--- config.mk ---
export PLATFORM = sky130hd
export DESIGN_NAME = ps2_rx_array
export DESIGN_NICKNAME = d
export VERILOG_FILES = /design/src/rtl/ps2_pkg.sv /design/src/rtl/ps2_rx_chan.sv /design/src/rtl/ps2_rx_array.sv
export SDC_FILE = /design/constraint.sdc
export NUM_CORES = 1
export LEC_CHECK = 0
export CAP_MARGIN = 10
export CORE_ASPECT_RATIO = 0.7
export CORE_MARGIN = 2
export CORE_UTILIZATION = 25
export CTS_CLUSTER_SIZE = 8
export DETAILED_ROUTE_END_ITERATION = 10
export GPL_TIMING_DRIVEN = 0
export PLACE_DENSITY = 0.4
export SLEW_MARGIN = 10
export SYNTH_ARGS = -nofsm -noshare
export SYNTH_HDL_FRONTEND = slang
export SYNTH_SLANG_ARGS = --single-unit
export TNS_END_PERCENT = 5
--- constraint.sdc ---
create_clock -name clk -period 3.6 [get_ports clk]
set_input_delay 0.36 -clock clk [delete_from_list [all_inputs] [get_ports clk]]
set_output_delay 0.36 -clock clk [all_outputs]
set_load 0.005 [all_outputs]
--- src/rtl/ps2_pkg.sv ---
// Shared types and helpers for the multi-channel PS/2 device-to-host receiver.
package ps2_pkg;

  typedef enum logic [1:0] {
    ERR_PARITY   = 2'd0,
    ERR_FRAMING  = 2'd1,
    ERR_TIMEOUT  = 2'd2,
    ERR_OVERFLOW = 2'd3
  } err_code_e;

  typedef enum logic [1:0] {
    ST_IDLE,
    ST_DATA,
    ST_PARITY,
    ST_STOP
  } dec_state_e;

  // Width of a channel index; a single channel still gets one bit.
  function automatic int chan_w(input int n);
    return (n <= 1) ? 1 : $clog2(n);
  endfunction

endpackage

--- src/rtl/ps2_rx_chan.sv ---
// One PS/2 receive channel: pad synchronisers, clock glitch filter, frame
// decoder with timeout, byte FIFO and clock-inhibit when the FIFO is full.
module ps2_rx_chan
  import ps2_pkg::*;
#(
  parameter int FIFO_DEPTH     = 4,
  parameter int FILTER_LEN     = 4,
  parameter int TIMEOUT_CYCLES = 50000
) (
  input  logic       clk,
  input  logic       rst_n,
  input  logic       ps2_clk_in,
  input  logic       ps2_data_in,
  output logic       ps2_clk_oe,
  input  logic       pop,
  output logic       fifo_empty,
  output logic [7:0] fifo_data,
  output logic       err_valid,
  output logic [1:0] err_code
);

  localparam int FW = $clog2(FILTER_LEN + 1);
  localparam int TW = $clog2(TIMEOUT_CYCLES + 1);
  localparam int AW = $clog2(FIFO_DEPTH);
  localparam int CW = AW + 1;
  localparam logic [FW-1:0] FILT_MAX = FW'(FILTER_LEN - 1);
  localparam logic [TW-1:0] TO_MAX   = TW'(TIMEOUT_CYCLES - 1);
  localparam logic [CW-1:0] FULL_CNT = CW'(FIFO_DEPTH);

  logic          clk_s1_q, clk_s2_q, dat_s1_q, dat_s2_q;
  logic          filt_q, filt_d;
  logic [FW-1:0] fcnt_q, fcnt_d;
  logic          fall;

  dec_state_e    state_q, state_d;
  logic [2:0]    bit_cnt_q, bit_cnt_d;
  logic [7:0]    shift_q, shift_d;
  logic          par_q, par_d;
  logic [TW-1:0] to_cnt_q, to_cnt_d;
  logic          err_valid_q, err_valid_d;
  err_code_e     err_code_q, err_code_d;
  logic          push;

  logic [7:0]    mem_q [FIFO_DEPTH];
  logic [AW-1:0] wr_ptr_q, wr_ptr_d, rd_ptr_q, rd_ptr_d;
  logic [CW-1:0] count_q, count_d;
  logic          full, do_pop;
  logic          oe_q, oe_d;

  // The filtered level only follows the pad after FILTER_LEN consecutive disagreeing samples.
  always_comb begin
    filt_d = filt_q;
    fcnt_d = '0;
    if (clk_s2_q != filt_q) begin
      if (fcnt_q == FILT_MAX) filt_d = clk_s2_q;
      else                    fcnt_d = fcnt_q + FW'(1);
    end
  end

  assign fall = filt_q & ~filt_d;

  always_comb begin
    state_d     = state_q;
    bit_cnt_d   = bit_cnt_q;
    shift_d     = shift_q;
    par_d       = par_q;
    to_cnt_d    = '0;
    err_valid_d = 1'b0;
    err_code_d  = err_code_q;
    push        = 1'b0;
    if (fall) begin
      case (state_q)
        ST_IDLE: begin
          if (!dat_s2_q) begin
            state_d   = ST_DATA;
            bit_cnt_d = '0;
          end
        end
        ST_DATA: begin
          shift_d   = {dat_s2_q, shift_q[7:1]};
          bit_cnt_d = bit_cnt_q + 3'd1;
          if (bit_cnt_q == 3'd7) state_d = ST_PARITY;
        end
        ST_PARITY: begin
          par_d   = dat_s2_q;
          state_d = ST_STOP;
        end
        ST_STOP: begin
          state_d = ST_IDLE;
          if (!dat_s2_q) begin
            err_valid_d = 1'b1;
            err_code_d  = ERR_FRAMING;
          end else if (!(^{shift_q, par_q})) begin
            err_valid_d = 1'b1;
            err_code_d  = ERR_PARITY;
          end else if (full && !do_pop) begin
            err_valid_d = 1'b1;
            err_code_d  = ERR_OVERFLOW;
          end else begin
            push = 1'b1;
          end
        end
      endcase
    end else if (state_q != ST_IDLE) begin
      if (to_cnt_q == TO_MAX) begin
        state_d     = ST_IDLE;
        err_valid_d = 1'b1;
        err_code_d  = ERR_TIMEOUT;
      end else begin
        to_cnt_d = to_cnt_q + TW'(1);
      end
    end
  end

  // A push into a full FIFO is legal when the arbiter pops it in the same cycle.
  assign do_pop     = pop & ~fifo_empty;
  assign fifo_empty = (count_q == '0);
  assign full       = (count_q == FULL_CNT);
  assign fifo_data  = mem_q[rd_ptr_q];

  always_comb begin
    wr_ptr_d = push   ? wr_ptr_q + AW'(1) : wr_ptr_q;
    rd_ptr_d = do_pop ? rd_ptr_q + AW'(1) : rd_ptr_q;
    count_d  = count_q + CW'(push) - CW'(do_pop);
    oe_d     = (count_d == FULL_CNT);
  end

  always_ff @(posedge clk or negedge rst_n) begin
    if (!rst_n) begin
      clk_s1_q    <= 1'b1;
      clk_s2_q    <= 1'b1;
      dat_s1_q    <= 1'b1;
      dat_s2_q    <= 1'b1;
      filt_q      <= 1'b1;
      fcnt_q      <= '0;
      state_q     <= ST_IDLE;
      bit_cnt_q   <= '0;
      shift_q     <= '0;
      par_q       <= 1'b0;
      to_cnt_q    <= '0;
      err_valid_q <= 1'b0;
      err_code_q  <= ERR_PARITY;
      wr_ptr_q    <= '0;
      rd_ptr_q    <= '0;
      count_q     <= '0;
      oe_q        <= 1'b0;
    end else begin
      clk_s1_q    <= ps2_clk_in;
      clk_s2_q    <= clk_s1_q;
      dat_s1_q    <= ps2_data_in;
      dat_s2_q    <= dat_s1_q;
      filt_q      <= filt_d;
      fcnt_q      <= fcnt_d;
      state_q     <= state_d;
      bit_cnt_q   <= bit_cnt_d;
      shift_q     <= shift_d;
      par_q       <= par_d;
      to_cnt_q    <= to_cnt_d;
      err_valid_q <= err_valid_d;
      err_code_q  <= err_code_d;
      wr_ptr_q    <= wr_ptr_d;
      rd_ptr_q    <= rd_ptr_d;
      count_q     <= count_d;
      oe_q        <= oe_d;
    end
  end

  always_ff @(posedge clk) begin
    if (push) mem_q[wr_ptr_q] <= shift_q;
  end

  assign ps2_clk_oe = oe_q;
  assign err_valid  = err_valid_q;
  assign err_code   = err_code_q;

endmodule

--- src/rtl/ps2_rx_array.sv ---
// CHANNELS independent PS/2 receivers merged by a round-robin arbiter into a
// single valid/ready byte stream tagged with the source channel.
module ps2_rx_array
  import ps2_pkg::*;
#(
  parameter int CHANNELS       = 2,
  parameter int FIFO_DEPTH     = 4,
  parameter int FILTER_LEN     = 4,
  parameter int TIMEOUT_CYCLES = 50000
) (
  input  logic                        clk,
  input  logic                        rst_n,
  input  logic [CHANNELS-1:0]         ps2_clk_in,
  input  logic [CHANNELS-1:0]         ps2_data_in,
  output logic [CHANNELS-1:0]         ps2_clk_oe,
  output logic                        out_valid,
  input  logic                        out_ready,
  output logic [7:0]                  out_data,
  output logic [chan_w(CHANNELS)-1:0] out_chan,
  output logic [CHANNELS-1:0]         err_valid,
  output logic [2*CHANNELS-1:0]       err_code
);

  localparam int CHW = chan_w(CHANNELS);

  logic [CHANNELS-1:0] empty, pop;
  logic [7:0]          fdata [CHANNELS];
  logic [CHW-1:0]      ptr_q, ptr_d, grant;
  logic                found, load;
  logic                out_valid_q, out_valid_d;
  logic [7:0]          out_data_q, out_data_d;
  logic [CHW-1:0]      out_chan_q, out_chan_d;

  function automatic logic [CHW-1:0] rr_idx(input logic [CHW-1:0] base, input int k);
    int s;
    s = int'(base) + k;
    if (s >= CHANNELS) s = s - CHANNELS;
    return CHW'(s);
  endfunction

  for (genvar i = 0; i < CHANNELS; i++) begin : g_chan
    ps2_rx_chan #(
      .FIFO_DEPTH    (FIFO_DEPTH),
      .FILTER_LEN    (FILTER_LEN),
      .TIMEOUT_CYCLES(TIMEOUT_CYCLES)
    ) u_chan (
      .clk        (clk),
      .rst_n      (rst_n),
      .ps2_clk_in (ps2_clk_in[i]),
      .ps2_data_in(ps2_data_in[i]),
      .ps2_clk_oe (ps2_clk_oe[i]),
      .pop        (pop[i]),
      .fifo_empty (empty[i]),
      .fifo_data  (fdata[i]),
      .err_valid  (err_valid[i]),
      .err_code   (err_code[2*i +: 2])
    );
  end

  // Scan from the pointer upwards; the lowest offset that has data wins.
  always_comb begin
    found = 1'b0;
    grant = '0;
    for (int k = CHANNELS - 1; k >= 0; k--) begin
      if (!empty[rr_idx(ptr_q, k)]) begin
        found = 1'b1;
        grant = rr_idx(ptr_q, k);
      end
    end
  end

  always_comb begin
    load        = found && (!out_valid_q || out_ready);
    pop         = '0;
    out_valid_d = out_valid_q;
    out_data_d  = out_data_q;
    out_chan_d  = out_chan_q;
    ptr_d       = ptr_q;
    if (load) begin
      pop[grant]  = 1'b1;
      out_valid_d = 1'b1;
      out_data_d  = fdata[grant];
      out_chan_d  = grant;
      ptr_d       = rr_idx(grant, 1);
    end else if (out_ready) begin
      out_valid_d = 1'b0;
    end
  end

  always_ff @(posedge clk or negedge rst_n) begin
    if (!rst_n) begin
      ptr_q       <= '0;
      out_valid_q <= 1'b0;
      out_data_q  <= '0;
      out_chan_q  <= '0;
    end else begin
      ptr_q       <= ptr_d;
      out_valid_q <= out_valid_d;
      out_data_q  <= out_data_d;
      out_chan_q  <= out_chan_d;
    end
  end

  assign out_valid = out_valid_q;
  assign out_data  = out_data_q;
  assign out_chan  = out_chan_q;

endmodule

==> metrics.txt, run 1 <==
outcome=finished, final reports clean; pin count of the biggest net entering global routing=61; Layout area overhead=17.86%; Root Driver=clkbuf_16; Reg-to-Reg Start=g_chan[0].u_chan.shift_q[1]; clk_skew=~7.4 ps; Power Total=4.959 mW; DRT Pass-1 Iters=4; asr flop ratio synth=between 60 and 70%; fillers=3022; share of cells above drive strength 1=15.60%; post-synthesis mux area share=8.631%; internal power=3.650 mW; LEAKAGE=3.495 nW; post-synth top area share=between 30% and 40%; Crit. End Element=register; CTS H-tree depth=4; Tmin final=3254 ps; Comb pwr share=16.7%; WHS Path Cells=1; post-synthesis instance area=approximately 0.0075 mm2; Max-Cap Viols=0; FF/Latch Area=0.004662 mm2; TritonCTS clock tree=done; class of the worst hold path=in -> reg; DRC violations left=0; number of CTS-inserted buffers=17; Hold Path Sink=g_chan[1].u_chan.clk_s1_q; WL/cell=14.84 um; Synth Warn #=0; Final period util=90.40%; Reg clk slew, reported paths=70 ps; worst skew pair latency=430 ps; Post-Synth XOR/XNOR Area=6.952%; worst-margin pin slew=1010 ps; R2R depth=11; Post-synth EDFFs=64; switching share of power=26.41%; Die ar.=0.03152 mm2; Final Hold Viols=0; cells after synthesis=551; post-detail-place hpwl=10220 um; VDD IR max=0.0002456 V; Synth Area in Compound Gates=3.343%; # setup viols final=0; Via-to-Cell Ratio=roughly 4.3; FMAX=0.3073 GHz; routed vias=4225; Synth Area in Simple Gates=11.64%; Die Wd=211.3 um; # resized after CTS=0; Netlist cell types=48; Final Wtd Congestion=0.7182; Mapped Nets=588; WP data arrival=3600 ps; Final Max Tran Viols=0; initial DRC count=170; # rows=53; CTS sink cnt=173; cell type with the largest total area after synthesis=dfrtp_1; startpoint type of the worst setup path=register; #FFs+latches synth=about 170; first-pass GRT wire length=24440 um; slew margin rel.=32.41%; area of the multi-input gates=0.002690 mm2; power share of the sequential group=46.4%; origin of the worst min-delay path=ps2_clk_in[1]; Synth Area per Inst=13.65 um2; RR Endpoint=g_chan[0].u_chan.ps2_clk_oe; commonest cells in the netlist=dfrtp_1, edfxtp_1, nand2_1, nor2_1, ha_1; most common cell in the synthesized netlist=dfrtp_1; Synth area leaders=dfrtp_1, edfxtp_1, mux4_2; final net count=~630; Antenna diodes=0; PortBufs=24; combinational family with the most area after synthesis=simple AND/OR/NAND/NOR gates; Chip Height=approximately 150 um; drt total wl=14750 um; vias in the first global route=4573; NetSw=about 1.3 mW; initial core utilization=25.21%; hold slack=335.6 ps; Post-Synth Adder-Cell Area=5.189%; GRT overflow=0; Top-Level Pins=25; required time worst endpoint=~4000 ps; Seq/Total Area, Yosys=61.97%; unrepaired setup endpoints after global routing=false; predominant post-synthesis flop cell=dfrtp_1; Crit Path Class=reg -> reg; Max Buffers Root-to-Sink=2; Pwr per Cell Area=559.3 mW/mm2; core region area=0.02984 mm2; crit-path max FO=7; Total GRT Usage=10.30%; R2R setup slack=350 ps; clock group share of total power=37.0%; initial antenna violation count=0; Detail Route Antenna Nets=0
[critical path, stage by stage, from the launching register on]
cell and delay [ps]:
dfrtp_1 490, xnor2_1 220, xnor3_1 480, xnor2_2 320, nand4_4 210, ha_1 330, inv_1 40, ha_1 180
fa_1 370, xnor2_1 180, xnor2_1 150, nor3b_1 200
[what timing repair did]
action	4_1_cts	5_1_grt
buffers inserted	0	0
hold buffers	1	0
endpoints found under the hold margin	44	0
[registers in the layout, indices dropped and copies added, names as in the netlist, 4 cells and up]
register,cells
out_data,8
g_chan.u_chan.err_code,4
g_chan.u_chan.shift_q,16
g_chan.u_chan.mem_q,64
g_chan.u_chan.count_q,6
g_chan.u_chan.state_q,4
g_chan.u_chan.fcnt_q,6
g_chan.u_chan.rd_ptr_q,4
g_chan.u_chan.bit_cnt_q,6
g_chan.u_chan.to_cnt_q,32
g_chan.u_chan.wr_ptr_q,4
[layout by cell type, fill, tap and decap left out, drive strengths merged, types with 3 or more instances in the layout]
master / synthesis / routed
o21ai: 11 / 11
and2: 6 / 6
and3: 7 / 7
mux2i: 6 / 6
nand2b: 6 / 6
clkbuf: 3 / 23
clkinv: 0 / 3
dfrtp: 99 / 99
nor4: 4 / 4
nor3: 9 / 9
mux4: 16 / 16
nand4: 7 / 7
clkinvlp: 0 / 3
nand3: 19 / 19
a21oi: 6 / 6
xor2: 22 / 22
ha: 28 / 28
buf: 12 / 14
a22oi: 8 / 8
nand2: 52 / 52
nor4bb: 4 / 4
xnor2: 30 / 30
dfstp: 10 / 10
mux2: 20 / 20
inv: 24 / 28
clkdlybuf4s50: 0 / 23
nor2b: 5 / 5
edfxtp: 64 / 64
nor2: 45 / 45
a22o: 4 / 4
nor3b: 7 / 7
[cells by family after synthesis]
family | after synthesis
simple gates | 175
xor+xnor | 54
mux | 42
fa+ha+maj | 30
flops | 173
compound gates | 38
buf+inv | 39
[metal layers]
layer	track usage, %	wire length [um]	vias to the layer above
met5	0	0	-
li1	-	-	2035
met2	15.79	6746	39
met3	2.716	362	11
met4	3.556	146	0
met1	14.12	7499	2140
[stage by stage]
step	setup WS [ps]	TNS [ps]	area, um2	utilization [%]	instances
finish	345.7	0	8867	29.71	994
global route	67.69	0	8867	29.71	994
CTS	293.8	0	8867	29.71	994
detailed placement	319.2	0	8274	27.73	961
global placement	-2441	-250280	8245	27.63	960
floorplan	721.0	0	7523	-	551
[layout make-up]
class	instances	area share, %
Timing Repair Buffer	26	3.147
Multi-Input combinational cell	339	30.34
Clock inverter	12	1.538
Buffer	15	0.9172
Tap cell	385	5.432
Inverter	24	1.016
Clock buffer	20	5.037
Sequential cell	173	52.58
[how the worst max path moves through the flow]
stage	startpoint	to	slack, ps	cells past startpoint
2_1_floorplan	g_chan[0].u_chan.shift_q[1]	g_chan[0].u_chan.ps2_clk_oe	720	11
3_3_place_gp	rst_n	g_chan[0].u_chan.fcnt_q[1]	-2440	1
3_5_place_dp	out_ready	g_chan[1].u_chan.ps2_clk_oe	320	12
4_1_cts	g_chan[0].u_chan.shift_q[1]	g_chan[0].u_chan.ps2_clk_oe	290	11
5_1_grt	g_chan[0].u_chan.shift_q[1]	g_chan[0].u_chan.ps2_clk_oe	70	11
6_report	g_chan[0].u_chan.shift_q[1]	g_chan[0].u_chan.ps2_clk_oe	350	11
[power by group through the flow]
stage	registers, mW	clock network, mW	logic, mW
2_1_floorplan	2.32	0	0.553
3_3_place_gp	2.34	0	0.816
3_5_place_dp	2.34	0	0.851
4_1_cts	2.30	1.89	0.856
5_1_grt	2.32	1.98	0.949
6_report	2.30	1.83	0.826
Power figures use the tool's default switching activity.
==> run 2: changes to the inputs <==
SLEW_MARGIN = 5   (was 10)
==> results of run 2 <==
The final DEF is identical to that of run 1; final timing and power are the same.
==> run 3: changes to the inputs <==
CAP_MARGIN = not set   (was 10)
HOLD_SLACK_MARGIN = 0.12   (was not set)
==> results of run 3 <==
The final DEF is identical to that of run 1; final timing and power are the same.
